File: src/rtl/addsub_pkg.sv
// ============================================================================
// Module : addsub_pkg
// Brief  : Shared types and constants for the add/subtract arbiter.
// Rev    : 1.0  initial release
// ============================================================================
`default_nettype none

package addsub_pkg;

    localparam int unsigned DEFAULT_WIDTH = 8;

    localparam logic OP_ADD = 1'b1;
    localparam logic OP_SUB = 1'b0;

    typedef enum logic [1:0] {
        ST_IDLE = 2'd0,
        ST_EXEC = 2'd1,
        ST_RESP = 2'd2
    } state_t;

endpackage

`default_nettype wire

File: src/rtl/addsub_core.sv
// ============================================================================
// Module : addsub_core
// Brief  : Combinational WIDTH-bit add/subtract unit with WIDTH+1-bit result.
// Rev    : 1.0  initial release
// ============================================================================
`default_nettype none

module addsub_core
    import addsub_pkg::*;
#(
    parameter int WIDTH = DEFAULT_WIDTH
) (
    input  logic [WIDTH-1:0] a,
    input  logic [WIDTH-1:0] b,
    input  logic             cin,
    input  logic             op,
    output logic [WIDTH:0]   result
);

    // Bit WIDTH is carry-out for add and borrow for subtract.
    always_comb begin
        if (op == OP_ADD) begin
            result = {1'b0, a} + {1'b0, b} + {{WIDTH{1'b0}}, cin};
        end else begin
            result = {1'b0, a} - {1'b0, b};
        end
    end

endmodule

`default_nettype wire

File: src/rtl/addsub_arbiter.sv
// ============================================================================
// Module : addsub_arbiter
// Brief  : Two-requester round-robin arbiter sequencing a shared add/sub unit.
// Rev    : 1.0  initial release
// ============================================================================
`default_nettype none

module addsub_arbiter
    import addsub_pkg::*;
#(
    parameter int WIDTH = DEFAULT_WIDTH
) (
    input  logic               clk,
    input  logic               rst_n,
    input  logic [1:0]         req_valid,
    output logic [1:0]         req_ready,
    input  logic [1:0]         req_op,
    input  logic [2*WIDTH-1:0] req_a,
    input  logic [2*WIDTH-1:0] req_b,
    input  logic [1:0]         req_cin,
    output logic               rsp_valid,
    input  logic               rsp_ready,
    output logic               rsp_id,
    output logic [WIDTH:0]     rsp_data,
    output logic               busy
);

    state_t             state_q,      state_d;
    logic               last_grant_q, last_grant_d;
    logic               op_q,         op_d;
    logic [WIDTH-1:0]   a_q,          a_d;
    logic [WIDTH-1:0]   b_q,          b_d;
    logic               cin_q,        cin_d;
    logic               id_q,         id_d;
    logic               rsp_valid_q,  rsp_valid_d;
    logic               rsp_id_q,     rsp_id_d;
    logic [WIDTH:0]     rsp_data_q,   rsp_data_d;
    logic               busy_q,       busy_d;

    logic [1:0]         grant;
    logic               accept;
    logic               accept_id;
    logic [WIDTH:0]     core_result;

    addsub_core #(
        .WIDTH (WIDTH)
    ) u_core (
        .a      (a_q),
        .b      (b_q),
        .cin    (cin_q),
        .op     (op_q),
        .result (core_result)
    );

    // On a tie the requester that did not win last time gets the grant.
    always_comb begin
        if (req_valid == 2'b11) begin
            grant = last_grant_q ? 2'b01 : 2'b10;
        end else begin
            grant = req_valid;
        end
        req_ready = (state_q == ST_IDLE) ? grant : 2'b00;
        accept    = |(req_valid & req_ready);
        accept_id = req_ready[1];
    end

    always_comb begin
        state_d      = state_q;
        last_grant_d = last_grant_q;
        op_d         = op_q;
        a_d          = a_q;
        b_d          = b_q;
        cin_d        = cin_q;
        id_d         = id_q;
        rsp_valid_d  = rsp_valid_q;
        rsp_id_d     = rsp_id_q;
        rsp_data_d   = rsp_data_q;

        case (state_q)
            ST_IDLE: begin
                if (accept) begin
                    op_d         = req_op[accept_id];
                    a_d          = accept_id ? req_a[WIDTH +: WIDTH] : req_a[0 +: WIDTH];
                    b_d          = accept_id ? req_b[WIDTH +: WIDTH] : req_b[0 +: WIDTH];
                    cin_d        = req_cin[accept_id];
                    id_d         = accept_id;
                    last_grant_d = accept_id;
                    state_d      = ST_EXEC;
                end
            end
            ST_EXEC: begin
                rsp_data_d  = core_result;
                rsp_id_d    = id_q;
                rsp_valid_d = 1'b1;
                state_d     = ST_RESP;
            end
            ST_RESP: begin
                if (rsp_ready) begin
                    rsp_valid_d = 1'b0;
                    state_d     = ST_IDLE;
                end
            end
            default: begin
                rsp_valid_d = 1'b0;
                state_d     = ST_IDLE;
            end
        endcase

        busy_d = (state_d != ST_IDLE);
    end

    always_ff @(posedge clk or negedge rst_n) begin
        if (!rst_n) begin
            state_q      <= ST_IDLE;
            last_grant_q <= 1'b1;
            op_q         <= 1'b0;
            a_q          <= '0;
            b_q          <= '0;
            cin_q        <= 1'b0;
            id_q         <= 1'b0;
            rsp_valid_q  <= 1'b0;
            rsp_id_q     <= 1'b0;
            rsp_data_q   <= '0;
            busy_q       <= 1'b0;
        end else begin
            state_q      <= state_d;
            last_grant_q <= last_grant_d;
            op_q         <= op_d;
            a_q          <= a_d;
            b_q          <= b_d;
            cin_q        <= cin_d;
            id_q         <= id_d;
            rsp_valid_q  <= rsp_valid_d;
            rsp_id_q     <= rsp_id_d;
            rsp_data_q   <= rsp_data_d;
            busy_q       <= busy_d;
        end
    end

    assign rsp_valid = rsp_valid_q;
    assign rsp_id    = rsp_id_q;
    assign rsp_data  = rsp_data_q;
    assign busy      = busy_q;

endmodule

`default_nettype wire

File: config.mk
export PLATFORM = sky130hd
export DESIGN_NAME = addsub_arbiter
export DESIGN_NICKNAME = d
export VERILOG_FILES = /design/src/rtl/addsub_pkg.sv /design/src/rtl/addsub_core.sv /design/src/rtl/addsub_arbiter.sv
export SDC_FILE = /design/constraint.sdc
export NUM_CORES = 1
export LEC_CHECK = 0
export CAP_MARGIN = 20
export CORE_MARGIN = 10
export CORE_UTILIZATION = 47
export CTS_BUF_LIST = sky130_fd_sc_hd__clkbuf_4 sky130_fd_sc_hd__clkbuf_8
export CTS_CLUSTER_DIAMETER = 120
export DETAILED_ROUTE_END_ITERATION = 7
export PLACE_DENSITY = 0.76
export SYNTH_ARGS = -nofsm -noshare
export SYNTH_HDL_FRONTEND = slang
export SYNTH_HIERARCHICAL = 1
export SYNTH_SLANG_ARGS = --single-unit
export TNS_END_PERCENT = 20
File: constraint.sdc
create_clock -name clk -period 2.85 [get_ports clk]
set_input_delay 0.57 -clock clk [delete_from_list [all_inputs] [get_ports clk]]
set_output_delay 0.57 -clock clk [all_outputs]
set_load 0.01 [all_outputs]
# Word level (Yosys, flattened, before mapping)

Cells that the tools add are included.

Register bits after elaboration: 34
Latch bits: 0
RAM bits: 0
ROM bits: 0
Output and inout port bits: 14
Memories: 0

Add/sub/neg operators: 3
$mul: 0
Divide/modulo/power cells: 0
$lt $le $gt $ge: 1
Eq/ne operators: 4
Shift operators: 0
Mux-type cells: 15
Bitwise logic cells: 2
Reductions and logical operators: 5

Operator list:

| kind                 | number |
|---|---|
| $mux W8              | 2 |
| $mux W2              | 5 |
| $add A8 B8 Y9        | 1 |
| $add A9 B1 Y9        | 1 |
| $mux W9              | 1 |
| $sub A8 B8 Y9        | 1 |
| $pmux W2 S3          | 1 |
| $mux W1              | 5 |
| $eq A2 B2 Y1 const B | 2 |
| $reduce_and A2 Y1    | 2 |
| $pmux W1 S3          | 1 |
| $and A2 B2 Y2        | 1 |
| $eq A2 B1 Y1 const B | 1 |
| $logic_not A2 Y1     | 1 |
| $lt A1 B2 Y1 const B | 1 |
| $ne A2 B2 Y1 const B | 1 |
| $reduce_bool A2 Y1   | 1 |
| $reduce_or A2 Y1     | 1 |
| $not A1 Y1           | 1 |

# Logic depth before layout (Yosys ltp)

Depth in word-level cells: 8
Gate-level depth with buffers: 9
Depth with buffers taken out: 9

# By module

Netlist, hierarchy kept.

Modules (own cells, without submodules):

| module         | times used | cells an instance | area each (µm²) | sequential area each (µm²) |
|---|---|---|---|---|
| addsub_arbiter | 1          | 129               | 1650.3          | 852.1 |
| addsub_core    | 1          | 98                | 725.7           | 0.0 |

# Worst setup path after synthesis

OpenSTA, ideal clock, no wires.

Path type: reg2reg
Start: reg a_q[0]
End: reg rsp_data_q[8] (netlist: rsp_data[8])
Library setup time: 0.065 ns
Data arrival time: 1.984 ns
Setup slack: 0.802 ns
Cell stages (with the launch flop): 10
Path buffers: 0
Cells stage by stage: dfrtp_1 fa_1 inv_1 fa_1 o21ba_1 o211ai_2 a21oi_1 or4_1 o311ai_1 mux2_2

Cells in the longest elaborated chain, start to end: 3
Elaborated cells between the ends (all ways): 4
Classes of those cells: add/sub (3); mux (1)

RTL lines:

| item                     | line                  | RTL |
|---|---|---|
| start, declared          | addsub_arbiter.sv:31  | `logic [WIDTH-1:0] a_q, a_d;` |
| start signal, assigned   | addsub_arbiter.sv:117 | `a_q <= '0;` |
| start signal, assigned   | addsub_arbiter.sv:129 | `a_q <= a_d;` |
| $add A8 B8 Y9            | addsub_core.sv:23     | `result = {1'b0, a} + {1'b0, b} + {{WIDTH{1'b0}}, cin};` |
| $add A9 B1 Y9            | addsub_core.sv:23     |  |
| $mux W9 *                | addsub_core.sv:22     | `if (op == OP_ADD) begin` |
| named net core_result[8] | addsub_arbiter.sv:43  | `logic [WIDTH:0] core_result;` |
| end signal, assigned     | addsub_arbiter.sv:135 | `rsp_data_q <= rsp_data_d;` |
| end, declared            | addsub_arbiter.sv:37  | `logic [WIDTH:0] rsp_data_q, rsp_data_d;` |

Mark *: on every way through the listed nets, which the timed path passes. The rest lies on a longest branch.
A chain may end at the register's enable or synchronous reset.

# Worst setup path after layout

Start: in req_valid[1]
End: out req_ready[1]

Cells in the longest elaborated chain, start to end: 3

RTL lines:

| item            | line                 | RTL |
|---|---|---|
| start, declared | addsub_arbiter.sv:15 | `input logic [1:0] req_valid,` |
| $eq A2 B2 Y1    | addsub_arbiter.sv:57 | `if (req_valid == 2'b11) begin` |
| $mux W2 *       | addsub_arbiter.sv:57 |  |
| $mux W2 *       | addsub_arbiter.sv:62 | `req_ready = (state_q == ST_IDLE) ? grant : 2'b00;` |
| end, declared   | addsub_arbiter.sv:16 | `output logic [1:0] req_ready,` |

Mark *: on every way between the ends. The rest lies on a longest branch, timed or not.

==> summary.txt <==
Antenna diodes - 0
CTS Root Buffer Type - clkbuf_8
P per Cell Area - 1190 mW/mm^2
Setup TNS - 0 ns
Routed WL per cell - 16.2 um
GP Congestion - 0.877
PostCTS Resize Cnt - 0
Bufs on Longest Clock Path - 2
Die area - 0.00830 sq mm
CP bufs+invs - 3
Worst skew pair latency - 0.28 ns
Pins Over Slew Limit - 0
First-pass GRT wire length - 9300 um
Async S/R FF share, synth - 100%
CTS buffer count - 5
Rows - 25
Area growth from synthesis to layout - 28.3%
CTS tree - built
Hold WC Path Type - reg2reg
WP data arrival - 1.98 ns
GRT Total Usage - 13.6%
Synthesized flop and latch total - 34
Routed WL - 5660 um
Comb pwr share - 62.7%
Max FO, Critical Path - 8
Crit path max-delay family - buffers and inverters
Vias in the first global route - 1,985
DP Area - 0.00295 sq mm
Pre-antenna DRT Iters - 4
Max incr delay on CP - 0.65 ns
Hold-fix buffers, CTS - 0
Worst-margin pin slew - 0.590 ns
FMAX - 392 MHz
Setup violators final - 0
Antenna violations before repair - 0
Worst setup EP type - output pin
Vias - 1,930
Slowest CP cell - clkdlybuf4s50_1
Top_reg_cell synth - dfrtp_1
Synth Instances - 227
Crit-path most repeated cell - clkdlybuf4s50_1
Psw - 0.00150 W
Die H - 91.1 um
Worst-path clk slew - 0.07 ns
Outcome - complete, no violations
Final Hold Fails - 0
Total power - 0.00363 W
DRC viols - 0
CP Depth - 4
Layout cell share with drive strength beyond 1 - 13.5%
Register area share after synthesis - 35.9%
Post-Layout Inst Area - 0.00305 sq mm
Post-route ant nets - 0
Net count, final - 340
CP cell instances - clkdlybuf4s50_1 -> nand3_4 -> inv_1 -> clkdlybuf4s50_1
Core area - 0.00482 sq mm
Post-layout util - 63.3%
Clock power share - 10.4%
Total gr overflow - 0
Syn. warnings - 6
# Max-Cap Violations - 0
Synth unique cells - 46
Largest net degree at the start of global routing - 35
RSZ-0062 raised after global routing - false
Internal power - 0.00214 W
Critical path data required time - 2.28 ns
Worst VDD drop - 0.511 mV
Reg power frac - 27.0%
Worst Skew - 0.00382 ns
Worst hold stages - 1
Post-synth EDFFs - 0
Sw frac - 41.2%
Post-synthesis cell area - 0.00238 sq mm
Tmin final - 2.55 ns
Ports - 55
Fin crit share - 89.6%
Setup bufs post-CTS - 0
Static leakage - 1.30 nW
HPWL Detailed - 4440 um
Slew margin rel. - 60.7%
Syn Area/Cell - 10.5 sq um
Synth Net Count - 286
H-tree depth - 2
Reg2reg path depth - 9
Startpoint types - input pin
Worst hold slack - 0.479 ns
Setup CP Type - in2out
Initial Util - 49.3%
Die Span X - 91.1 um
DRT iter0 DRCs - 87
CTS Sinks - 34
Drt via density - 5.53
I/O Buffers - 54
==> metrics by stage <==
stage	worst slack, ns	std cells
after floorplan	0.802	227
after global placement	0.329	341
after detailed placement	0.295	341
after CTS	0.289	349
after global routing	0.165	349
final	0.297	349
==> metal layers <==
layer  GRT usage (%)  up-vias  wire length (um)
met3            4.53        6               356
met5               0        -                 0
met4            6.01        0                87
li1                -      948                 -
met1            16.6      930              2590
met2            21.2       46              2630
==> layout by cell type (no fill, tap or decap), drive strengths merged, types with 2 or more instances in the layout <==
cell / synthesis / layout
or3: 2 / 2
mux2: 10 / 10
nor2b: 4 / 4
nor2: 8 / 8
or4: 2 / 2
and4: 18 / 18
o21ba: 2 / 2
o31ai: 3 / 3
nor3b: 20 / 20
nand2: 6 / 6
nand2b: 3 / 3
dfrtp: 33 / 33
o21ai: 13 / 13
nand3: 2 / 2
a21oi: 8 / 8
a221o: 18 / 18
xnor2: 5 / 5
buf: 10 / 9
a21o: 4 / 4
fa: 3 / 3
inv: 19 / 19
ha: 15 / 15
clkdlybuf4s50: 0 / 54
clkbuf: 6 / 7
==> cell families after synthesis <==
| kind of cell | count (synthesis) | synth area share (%) |
|---|---|---|
| XOR/XNOR | 6 | 2.21 |
| adder cells (fa/ha/maj) | 18 | 10.4 |
| multiplexers | 11 | 5.16 |
| buffers and inverters | 35 | 7.85 |
| AND/OR/NAND/NOR | 68 | 20.9 |
| flip-flops | 34 | 35.9 |
| AO/OA/AOI/OAI | 55 | 17.6 |
==> path summary, 6_finish.rpt <==
| check | start | to | slack (ns) |
|---|---|---|---|
| max reg2reg | a_q[0]$_DFFE_PN0P_ | rsp_data[8]$_DFFE_PN0P_ | 0.58 |
| max | req_valid[1] | req_ready[1] | 0.30 |
| min in group asynchronous | rst_n | rsp_data[6]$_DFFE_PN0P_ | 0.68 |
| min | rsp_valid$_DFFE_PN0P_ | rsp_valid$_DFFE_PN0P_ | 0.48 |
| min reg2reg | rsp_valid$_DFFE_PN0P_ | rsp_valid$_DFFE_PN0P_ | 0.48 |
| max in group asynchronous | rst_n | last_grant_q$_DFFE_PN1P_ | 1.82 |
==> synthesized netlist by cell type (2+ instances only) <==
| master | number | area (sq um) |
|---|---|---|
| or4_1 | 2 | 15.0 |
| nor2_1 | 6 | 22.5 |
| xnor2_1 | 5 | 43.8 |
| o31ai_1 | 3 | 22.5 |
| mux2_2 | 10 | 113 |
| o21ai_0 | 11 | 55.1 |
| nand2_1 | 5 | 18.8 |
| buf_6 | 6 | 67.6 |
| inv_1 | 18 | 67.6 |
| nor3b_1 | 17 | 128 |
| a21o_1 | 4 | 30.0 |
| ha_1 | 15 | 188 |
| fa_1 | 3 | 60.1 |
| o21ai_1 | 2 | 10.0 |
| a221o_1 | 18 | 180 |
| and4_1 | 18 | 158 |
| dfrtp_1 | 33 | 826 |
| or3_1 | 2 | 12.5 |
| nor3b_2 | 3 | 37.5 |
| nand2b_1 | 3 | 18.8 |
| a21oi_1 | 8 | 40.0 |
| nor2_2 | 2 | 12.5 |
| buf_2 | 3 | 15.0 |
| clkbuf_1 | 4 | 15.0 |
| nor2b_1 | 4 | 25.0 |
| clkbuf_2 | 2 | 10.0 |
==> final cells by class <==
cell class                 count  area (sq um)
fill                         413          1770
multi-input combinational    158          1340
sequential                    34           852
timing repair buffer          63           608
clock buffer                   7          90.1
tap                           67          83.8
inverter                      19          71.3
clock inverter                 1          5.00
==> registers in the layout (all words and copies together) (netlist names) <==
signal,flops
rsp_id,1
busy,1
op_q,1
cin_q,1
last_grant_q,1
rsp_valid,1
rsp_data,9
a_q,8
state_q,2
id_q,1
b_q,8
==> power groups by stage <==
stage | combinational, W | clock, W | sequential (W)
global placement | 0.00224 | 0 | 0.000983
detailed placement | 0.00228 | 0 | 0.000995
finish | 0.00228 | 0.000377 | 0.000980
floorplan | 0.00175 | 0 | 0.000951
global route | 0.00253 | 0.000417 | 0.00103
CTS | 0.00229 | 0.000388 | 0.000984
(Power assumes the default switching activity.)
